--- src/rtl/track_select_ctrl.sv ---
// ---------------------------------------------------------------------------
// track_select_ctrl
//
// Upstream control stage for the 7-segment time/track display. Debounces the
// raw PREV/NEXT buttons, turns each press into one prev/next pulse, advances
// automatically on song_done, and holds the current track both as a binary
// index and as two BCD digits of the 1-based track number.
//
// Ports
//   clk           in   system clock, the only clock
//   rst           in   synchronous active-high reset
//   btn_prev_raw  in   raw PREV button (asynchronous, bouncy, active-high)
//   btn_next_raw  in   raw NEXT button (asynchronous, bouncy, active-high)
//   song_done     in   1-cycle pulse, current track finished
//   prev          out  1-cycle pulse on a backward step
//   next          out  1-cycle pulse on a forward step (button or song_done)
//   track_idx     out  current track index, 0-based
//   trk_ones      out  BCD ones digit of track_idx+1
//   trk_tens      out  BCD tens digit of track_idx+1
// ---------------------------------------------------------------------------
module track_select_ctrl #(
    parameter int NUM_TRACKS      = 12,
    parameter int DEBOUNCE_CYCLES = 20000,
    parameter int CNT_W           = 15
) (
    input  logic       clk,
    input  logic       rst,
    input  logic       btn_prev_raw,
    input  logic       btn_next_raw,
    input  logic       song_done,
    output logic       prev,
    output logic       next,
    output logic [6:0] track_idx,
    output logic [3:0] trk_ones,
    output logic [3:0] trk_tens
);

    localparam logic [CNT_W-1:0] CNT_MAX = CNT_W'(DEBOUNCE_CYCLES - 1);
    // Arming after reset needs a stable low that outlasts the two reset-zero
    // samples still sitting in the synchroniser, hence the +1.
    localparam int               ARM_W   = $clog2(DEBOUNCE_CYCLES + 2);
    localparam logic [ARM_W-1:0] ARM_MAX = ARM_W'(DEBOUNCE_CYCLES + 1);
    localparam logic [6:0]       IDX_MAX = 7'(NUM_TRACKS - 1);
    localparam logic [3:0]       NT_TENS = 4'(NUM_TRACKS / 10);
    localparam logic [3:0]       NT_ONES = 4'(NUM_TRACKS % 10);

    logic [1:0] raw;    // [0] = PREV, [1] = NEXT
    logic [1:0] press;

    assign raw = {btn_next_raw, btn_prev_raw};

    genvar gi;
    generate
        for (gi = 0; gi < 2; gi++) begin : g_btn
            logic             s1_q;
            logic             s2_q;
            logic             db_q;
            logic             db_prev_q;
            logic             armed_q;
            logic [CNT_W-1:0] cnt_q;
            logic [ARM_W-1:0] arm_cnt_q;

            always_ff @(posedge clk) begin
                if (rst) begin
                    s1_q      <= 1'b0;
                    s2_q      <= 1'b0;
                    db_q      <= 1'b0;
                    db_prev_q <= 1'b0;
                    armed_q   <= 1'b0;
                    cnt_q     <= '0;
                    arm_cnt_q <= '0;
                end else begin
                    s1_q      <= raw[gi];
                    s2_q      <= s1_q;
                    db_prev_q <= db_q;

                    if (s2_q == db_q) begin
                        cnt_q <= '0;
                    end else if (cnt_q == CNT_MAX) begin
                        db_q  <= s2_q;
                        cnt_q <= '0;
                    end else begin
                        cnt_q <= cnt_q + 1'b1;
                    end

                    // A rising debounced level only counts as a press if the
                    // button was seen released first: either a debounced
                    // 1->0, or a long enough stable low after reset. This
                    // keeps a button held through reset from stepping.
                    if (db_q) begin
                        armed_q   <= 1'b0;
                        arm_cnt_q <= '0;
                    end else if (db_prev_q) begin
                        armed_q   <= 1'b1;
                    end else if (!armed_q) begin
                        if (s2_q) begin
                            arm_cnt_q <= '0;
                        end else if (arm_cnt_q == ARM_MAX) begin
                            armed_q <= 1'b1;
                        end else begin
                            arm_cnt_q <= arm_cnt_q + 1'b1;
                        end
                    end
                end
            end

            assign press[gi] = db_q & ~db_prev_q & armed_q;
        end
    endgenerate

    logic       prev_q, prev_d;
    logic       next_q, next_d;
    logic [6:0] idx_q, idx_d;
    logic [3:0] ones_q, ones_d;
    logic [3:0] tens_q, tens_d;

    always_comb begin
        prev_d = 1'b0;
        next_d = 1'b0;
        idx_d  = idx_q;
        ones_d = ones_q;
        tens_d = tens_q;
        if (press[0] && press[1]) begin
            // Simultaneous presses cancel, and also swallow song_done.
        end else if (press[0]) begin
            prev_d = 1'b1;
            if (idx_q == 7'd0) begin
                idx_d  = IDX_MAX;
                tens_d = NT_TENS;
                ones_d = NT_ONES;
            end else begin
                idx_d = idx_q - 7'd1;
                if (ones_q == 4'd0) begin
                    ones_d = 4'd9;
                    tens_d = tens_q - 4'd1;
                end else begin
                    ones_d = ones_q - 4'd1;
                end
            end
        end else if (press[1] || song_done) begin
            next_d = 1'b1;
            if (idx_q == IDX_MAX) begin
                idx_d  = 7'd0;
                tens_d = 4'd0;
                ones_d = 4'd1;
            end else begin
                idx_d = idx_q + 7'd1;
                if (ones_q == 4'd9) begin
                    ones_d = 4'd0;
                    tens_d = tens_q + 4'd1;
                end else begin
                    ones_d = ones_q + 4'd1;
                end
            end
        end
    end

    always_ff @(posedge clk) begin
        if (rst) begin
            prev_q <= 1'b0;
            next_q <= 1'b0;
            idx_q  <= 7'd0;
            ones_q <= 4'd1;
            tens_q <= 4'd0;
        end else begin
            prev_q <= prev_d;
            next_q <= next_d;
            idx_q  <= idx_d;
            ones_q <= ones_d;
            tens_q <= tens_d;
        end
    end

    assign prev      = prev_q;
    assign next      = next_q;
    assign track_idx = idx_q;
    assign trk_ones  = ones_q;
    assign trk_tens  = tens_q;

endmodule

--- config.mk ---
export PLATFORM = sky130hd
export DESIGN_NAME = track_select_ctrl
export DESIGN_NICKNAME = d
export VERILOG_FILES = /design/src/rtl/track_select_ctrl.sv
export SDC_FILE = /design/constraint.sdc
export NUM_CORES = 1
export LEC_CHECK = 0
export CORE_MARGIN = 2
export CORE_UTILIZATION = 45
export CTS_CLUSTER_SIZE = 14
export DETAILED_ROUTE_END_ITERATION = 6
export DONT_BUFFER_PORTS = 1
export PLACE_DENSITY_LB_ADDON = 0.12
export SLEW_MARGIN = 40
export SYNTH_ARGS = -nofsm -noshare
export SYNTH_HDL_FRONTEND = slang
export SYNTH_SLANG_ARGS = --single-unit
--- constraint.sdc ---
create_clock -name clk -period 2.6 [get_ports clk]
set_input_delay 0.78 -clock clk [delete_from_list [all_inputs] [get_ports clk]]
set_output_delay 0.78 -clock clk [all_outputs]
set_load 0.005 [all_outputs]
==> results of run 1 <==
[through the flow]
stage	hold slack [ns]	power, mW	utilization	cells	worst slack [ns]
floorplan	0.414	1.53	-	512	0.685
global placement	0.434	1.55	0.482	628	0.453
detailed placement	0.436	1.55	0.482	628	0.410
CTS	0.459	2.39	0.500	644	0.417
global route	0.455	2.47	0.500	644	0.174
finish	0.456	2.35	0.500	644	0.408
[report_power, final]
group          switching [mW]  internal [mW]  leakage [nW]  total (mW)
clock network           0.476          0.352        0.0732       0.828
logic                  0.0782         0.0578         0.835       0.136
registers              0.0318           1.35         0.704        1.38
total                   0.586           1.76          1.61        2.35
[cells by family (layout without fill, tap and decap cells)]
family | count (synthesis) | count (layout) | share of synthesized area
fa+ha+maj | 15 | 15 | 0.0429
buf+inv | 36 | 39 | 0.0337
simple gates | 236 | 236 | 0.288
xor+xnor | 42 | 42 | 0.0841
compound gates | 92 | 92 | 0.144
mux | 4 | 4 | 0.00915
flops | 87 | 87 | 0.398
[worst max-delay path, stage by stage (launching register included)]
cell       delay (ns)
dfxtp_1          0.49
ha_1             0.28
nand4bb_1        0.14
o211a_1          0.31
nor4_4           0.43
o221ai_1         0.20
a31o_1           0.25
[sequential cells by signal (all words and copies together) (netlist names)]
signal,flops
g_btn.s2_q,2
g_btn.db_prev_q,2
next,1
g_btn.cnt_q,30
g_btn.armed_q,2
g_btn.arm_cnt_q,30
trk_ones,4
g_btn.s1_q,2
track_idx,7
g_btn.db_q,2
prev,1
trk_tens,4
[cell usage after synthesis (3+ instances only)]
| library cell | count |
|---|---|
| and3_1 | 9 |
| nand3b_1 | 3 |
| or3_1 | 8 |
| clkbuf_1 | 10 |
| o21ai_0 | 22 |
| a22oi_1 | 3 |
| a211oi_1 | 4 |
| buf_2 | 7 |
| nor4_1 | 7 |
| inv_1 | 18 |
| nand4bb_1 | 3 |
| mux2i_1 | 4 |
| nor3_1 | 19 |
| xor2_1 | 27 |
| ha_1 | 15 |
| a21oi_1 | 28 |
| nand3_1 | 27 |
| nor2_1 | 77 |
| xnor2_1 | 15 |
| nor4b_1 | 4 |
| or2_2 | 5 |
| dfxtp_1 | 87 |
| o31ai_1 | 3 |
| nor2b_1 | 7 |
| nand2_1 | 31 |
| nand4_1 | 15 |
| a311oi_1 | 6 |
[layout by cell type, fill, tap and decap left out, types with 4 or more instances in the layout]
| cell type | Yosys | layout |
|---|---|---|
| and3_1 | 9 | 9 |
| clkbuf_8 | 0 | 9 |
| inv_1 | 18 | 18 |
| dfxtp_1 | 87 | 87 |
| nor4_1 | 7 | 7 |
| nor4b_1 | 4 | 4 |
| nor2_1 | 77 | 77 |
| nand2_1 | 31 | 31 |
| nand3_1 | 27 | 27 |
| a311oi_1 | 6 | 6 |
| or3_1 | 8 | 8 |
| nor3_1 | 19 | 19 |
| a211oi_1 | 4 | 4 |
| o21ai_0 | 22 | 22 |
| xnor2_1 | 15 | 15 |
| nand4_1 | 15 | 15 |
| buf_4 | 1 | 5 |
| a21oi_1 | 28 | 28 |
| ha_1 | 15 | 15 |
| nor2b_1 | 7 | 7 |
| mux2i_1 | 4 | 4 |
| or2_2 | 5 | 5 |
| xor2_1 | 27 | 27 |
[per-layer routing]
metal,up-vias,global-route usage
met2,48,0.289
met1,1697,0.240
li1,1829,-
met4,0,0.0564
met5,-,0
met3,8,0.0447
[area by class of cell]
| type | instances | area share |
|---|---|---|
| Timing Repair Buffer | 5 | 0.00805 |
| Tap cell | 129 | 0.0346 |
| Multi-Input combinational cell | 389 | 0.533 |
| Inverter | 18 | 0.0145 |
| Clock buffer | 12 | 0.0290 |
| Clock inverter | 4 | 0.00671 |
| Sequential cell | 87 | 0.374 |
[path summary, 6_finish.rpt]
check | start | slack (ns) | cells after the start | to
setup / recovery | track_idx[1]$_SDFFE_PP0P_ | 0.41 | 6 | trk_tens[2]$_SDFFE_PP0P_
hold / removal | g_btn[1].s1_q$_SDFF_PP0_ | 0.46 | 1 | g_btn[1].s2_q$_SDFF_PP0_
setup reg to reg | track_idx[1]$_SDFFE_PP0P_ | 0.41 | 6 | trk_tens[2]$_SDFFE_PP0P_
hold reg to reg | g_btn[1].s1_q$_SDFF_PP0_ | 0.46 | 1 | g_btn[1].s2_q$_SDFF_PP0_
==> impl_metrics.py, run 1 <==
metrics = {
    "outcome": {
        "status": "finished clean",
    },
    "setup_path": {
        "startpoint_type": "flop",
        "critical_path_class": "flop to flop",
        "cp_max_fo": 9,
        "end_kind": "flop",
        "crit_required_ns": 2.85,
        "arrival_ns": 2.44,
    },
    "cells_and_area": {
        "multi_input_area_sq_um": 2490,
        "drive_gt1_frac": 0.0738,
        "nNetsFinal": 530,
        "final.fill_count": 904,
        "fin_area_sq_um": 4660,
        "synthToLayoutAreaGrowth_pct": 6.52,
        "n_antenna_cell": 0,
        "seqCellArea_sq_um": 1740,
    },
    "power": {
        "power.density_nw_per_um2": 504,
        "p_leak_nw": 1.61,
        "vdd.ir_drop.worst_mv": 0.224,
    },
    "die": {
        "boundaryPins": 22,
        "coreArea_sq_um": 9330,
        "fp.dieW_microns": 103,
        "rows": 35,
        "start_util": 0.469,
        "dieArea_sq_um": 10500,
        "chipHeight_microns": 103,
    },
    "route": {
        "routed_via_density": 5.56,
        "wl_microns": 8830,
        "drtPass1Iterations": 4,
        "route.met3.wl_microns": 269,
        "drt-met1-wl_microns": 4390,
        "ant_nets": 0,
        "top_layer_used": "met4",
        "drc": 0,
        "vias": 3582,
        "avgRoutedWirePerCell_microns": 13.7,
        "drt_iter0_markers": 121,
        "dr_wl_met2_microns": 4080,
    },
    "timing": {
        "tightest_slew_ns": 0.646,
        "slew_viol_final": 0,
        "min_period_over_period": 0.843,
        "rsz0062_at_grt": "false",
        "setup_tns_ns": 0,
        "fmax_ghz": 0.456,
        "relSlewSlack": 0.566,
        "hold_viol": 0,
        "setup_viol_count_final": 0,
        "fin_worst_skew_ns": 0.00947,
        "layout_min_cycle_time_ns": 2.19,
    },
    "placed_design": {
        "placed_area_sq_um": 4490,
        "dpl.hpwl_microns": 6140,
        "portBuffers": 0,
        "gp_congestion": 0.802,
    },
    "global_routing": {
        "grt_pass1_vias": 3292,
        "grt_max_degree": 39,
        "antenna_found_initial": 0,
        "grt-ovfl-total": 0,
        "grt_pass1_wl_microns": 15100,
        "gr-usage-all-layers": 0.180,
    },
    "clocking": {
        "cts_root_buf": "clkbuf_8",
        "htreeDepth": 3,
        "cts_max_path_buffers": 2,
        "post_cts_buffers": 0,
        "path_clk_slew_ns": 0.09,
        "clock-sinks": 87,
        "cts_tree": "yes",
        "cts_repair_resize_count": 0,
        "insertion_delay_ns": 0.35,
        "cts_inserted_buffers": 9,
        "cts_hold_buf": 0,
    },
    "logic_synthesis": {
        "netlist_top_cells_area": "dfxtp_1 (40%), nor2_1 (6.6%), xor2_1 (5.4%), ha_1 (4.3%), a21oi_1 (3.2%)",
        "synth_seq_cells": 87,
        "yosys.area.top_type": "dfxtp_1",
        "synth_top_area_frac": 0.398,
        "yosys_warnings": 0,
        "seq_area_frac_synth": 0.398,
        "synthCells": 512,
        "syn_area_sq_um": 4380,
        "async_flop_share": 0,
        "synth_flop_cell": "dfxtp_1",
        "avgSynthCellArea_sq_um": 8.55,
        "synth_edf_count": 0,
        "yosys.cell_types.count": 65,
        "synth_fp_nets": 532,
    },
    "run": {
        "max_cap_violations": 0,
    },
    "min_path": {
        "hold_class": "flop to flop",
    },
}
(Power assumes the default switching activity.)
==> run 2: changes to the inputs <==
==> constraint.sdc (replaced) <==
create_clock -name clk -period 1.9 [get_ports clk]
set_input_delay 0.57 -clock clk [delete_from_list [all_inputs] [get_ports clk]]
set_output_delay 0.57 -clock clk [all_outputs]
set_load 0.005 [all_outputs]
==> run 2 against run 1 <==
Against the previous run: worst setup slack worse by 0.34 ns; critical path depth up 2; clock power grew 41%; global-route usage is 1.2 points higher; hold slack got worse by 0.19 ns; maximum frequency up 19%; highest routed layer unchanged; cell count grew 5.9%; wire length up 7.1%; via count increased by 3.2%.
==> impl_metrics.py, run 2 (same netlist as run 1, synthesis figures left out) <==
metrics = {
    "setup_path": {
        "arrival_ns": 2.10,
        "crit_required_ns": 2.16,
        "r2r_start": "track_idx[0]$_SDFFE_PP0P_",
        "critical_path_class": "flop to flop",
        "end_kind": "flop",
        "setup.worst_path.start": "track_idx[0]$_SDFFE_PP0P_",
        "cp_max_fo": 5,
        "startpoint_type": "flop",
        "rrSetupSlack_ns": 0.06,
    },
    "timing": {
        "layout_min_cycle_time_ns": 1.84,
        "fmax_ghz": 0.545,
        "slew_viol_final": 0,
        "hold_viol": 0,
        "relSlewSlack": 0.667,
        "min_period_over_period": 0.966,
        "setup_viol_count_final": 0,
        "holdWs_ns": 0.269,
        "tightest_slew_ns": 0.500,
        "worst_slack_ns": 0.0644,
        "setup_tns_ns": 0,
        "fin_worst_skew_ns": 0.0104,
    },
    "die": {
        "chipHeight_microns": 103,
        "dieArea_sq_um": 10500,
        "coreArea_sq_um": 9330,
        "fp.dieW_microns": 103,
        "rows": 35,
        "boundaryPins": 22,
        "start_util": 0.469,
    },
    "route": {
        "drtPass1Iterations": 4,
        "ant_nets": 0,
        "avgRoutedWirePerCell_microns": 13.9,
        "wl_microns": 9460,
        "vias": 3697,
        "drt_iter0_markers": 146,
        "drc": 0,
        "routed_via_density": 5.42,
    },
    "power": {
        "power.density_nw_per_um2": 658,
        "p_leak_nw": 1.87,
        "vdd.ir_drop.worst_mv": 0.473,
        "power_mw": 3.31,
    },
    "cells_and_area": {
        "nNetsFinal": 568,
        "n_antenna_cell": 0,
        "layout_commonest_cell": "dfxtp_1",
        "final.fill_count": 881,
        "seqCellArea_sq_um": 1750,
        "fin_area_sq_um": 5040,
        "synthToLayoutAreaGrowth_pct": 15.2,
        "fin_util": 0.540,
        "fin_cells": 682,
        "drive_gt1_frac": 0.165,
        "multi_input_area_sq_um": 2570,
        "final_cell_mix": "dfxtp_1 (84), nor2_1 (76), buf_4 (43), nand2_1 (31)",
    },
    "clocking": {
        "clock-sinks": 87,
        "cts_tree": "yes",
        "cts_max_path_buffers": 2,
        "cts_inserted_buffers": 9,
        "path_clk_slew_ns": 0.09,
        "cts_hold_buf": 0,
        "insertion_delay_ns": 0.35,
        "cts_root_buf": "clkbuf_8",
        "htreeDepth": 3,
    },
    "run": {
        "max_cap_violations": 0,
    },
    "min_path": {
        "hold_path.startpoint": "rst",
        "hold_class": "input port to flop",
    },
    "global_routing": {
        "grt-ovfl-total": 0,
        "gr-usage-all-layers": 0.192,
        "grt_pass1_vias": 3585,
        "antenna_found_initial": 0,
        "grt_pass1_wl_microns": 16200,
        "grt_max_degree": 39,
    },
    "placed_design": {
        "placed_area_sq_um": 4770,
        "place_ws_ns": -0.0249,
        "placedCellCount": 665,
        "dpl.hpwl_microns": 6630,
        "portBuffers": 0,
        "gp_congestion": 0.824,
    },
    "outcome": {
        "status": "finished clean",
    },
}
==> run 2: final timing paths <==
kind	endpoint	cells after the start
min	track_idx[2]$_SDFFE_PP0P_	1
max reg2reg	trk_tens[0]$_SDFFE_PP0P_	8
max	trk_tens[0]$_SDFFE_PP0P_	8
min reg2reg	g_btn[0].s2_q$_SDFF_PP0_	1
==> run 2: cell type report <==
type / instances / share of cell area
inverter: 18 / 0.0134
timing repair buffer: 43 / 0.0641
sequential: 87 / 0.347
clock buffer: 12 / 0.0288
clock inverter: 4 / 0.00571
tap: 129 / 0.0320
multi-input combinational: 389 / 0.509
==> run 2: where the power goes <==
part           switching, mW  internal, mW
registers             0.0292          1.85
clock network          0.658         0.515
logic                  0.144         0.117
total                  0.831          2.48
==> run 2: what timing repair did <==
| action | 4_1_cts | 5_1_grt |
|---|---|---|
| resized for setup | 3 | 14 |
| setup buffers | 0 | 1 |
| pin swaps | 0 | 6 |
| endpoints found under the setup margin | 3 | 10 |
==> run 2: layer usage <==
layer | share of wire | vias up | GRT usage
met5 | 0 | - | 0
met4 | 0.013 | 0 | 0.0738
met3 | 0.034 | 10 | 0.0380
met2 | 0.45 | 55 | 0.300
met1 | 0.51 | 1733 | 0.262
li1 | - | 1899 | -
==> run 2: critical path: stages (launching register included) <==
cell and delay (ns):
dfxtp_4 0.38, inv_1 0.07, ha_1 0.20, nor2b_1 0.15, a211oi_2 0.34, nor4_4 0.08, buf_4 0.17, buf_4 0.13
a311oi_1 0.23
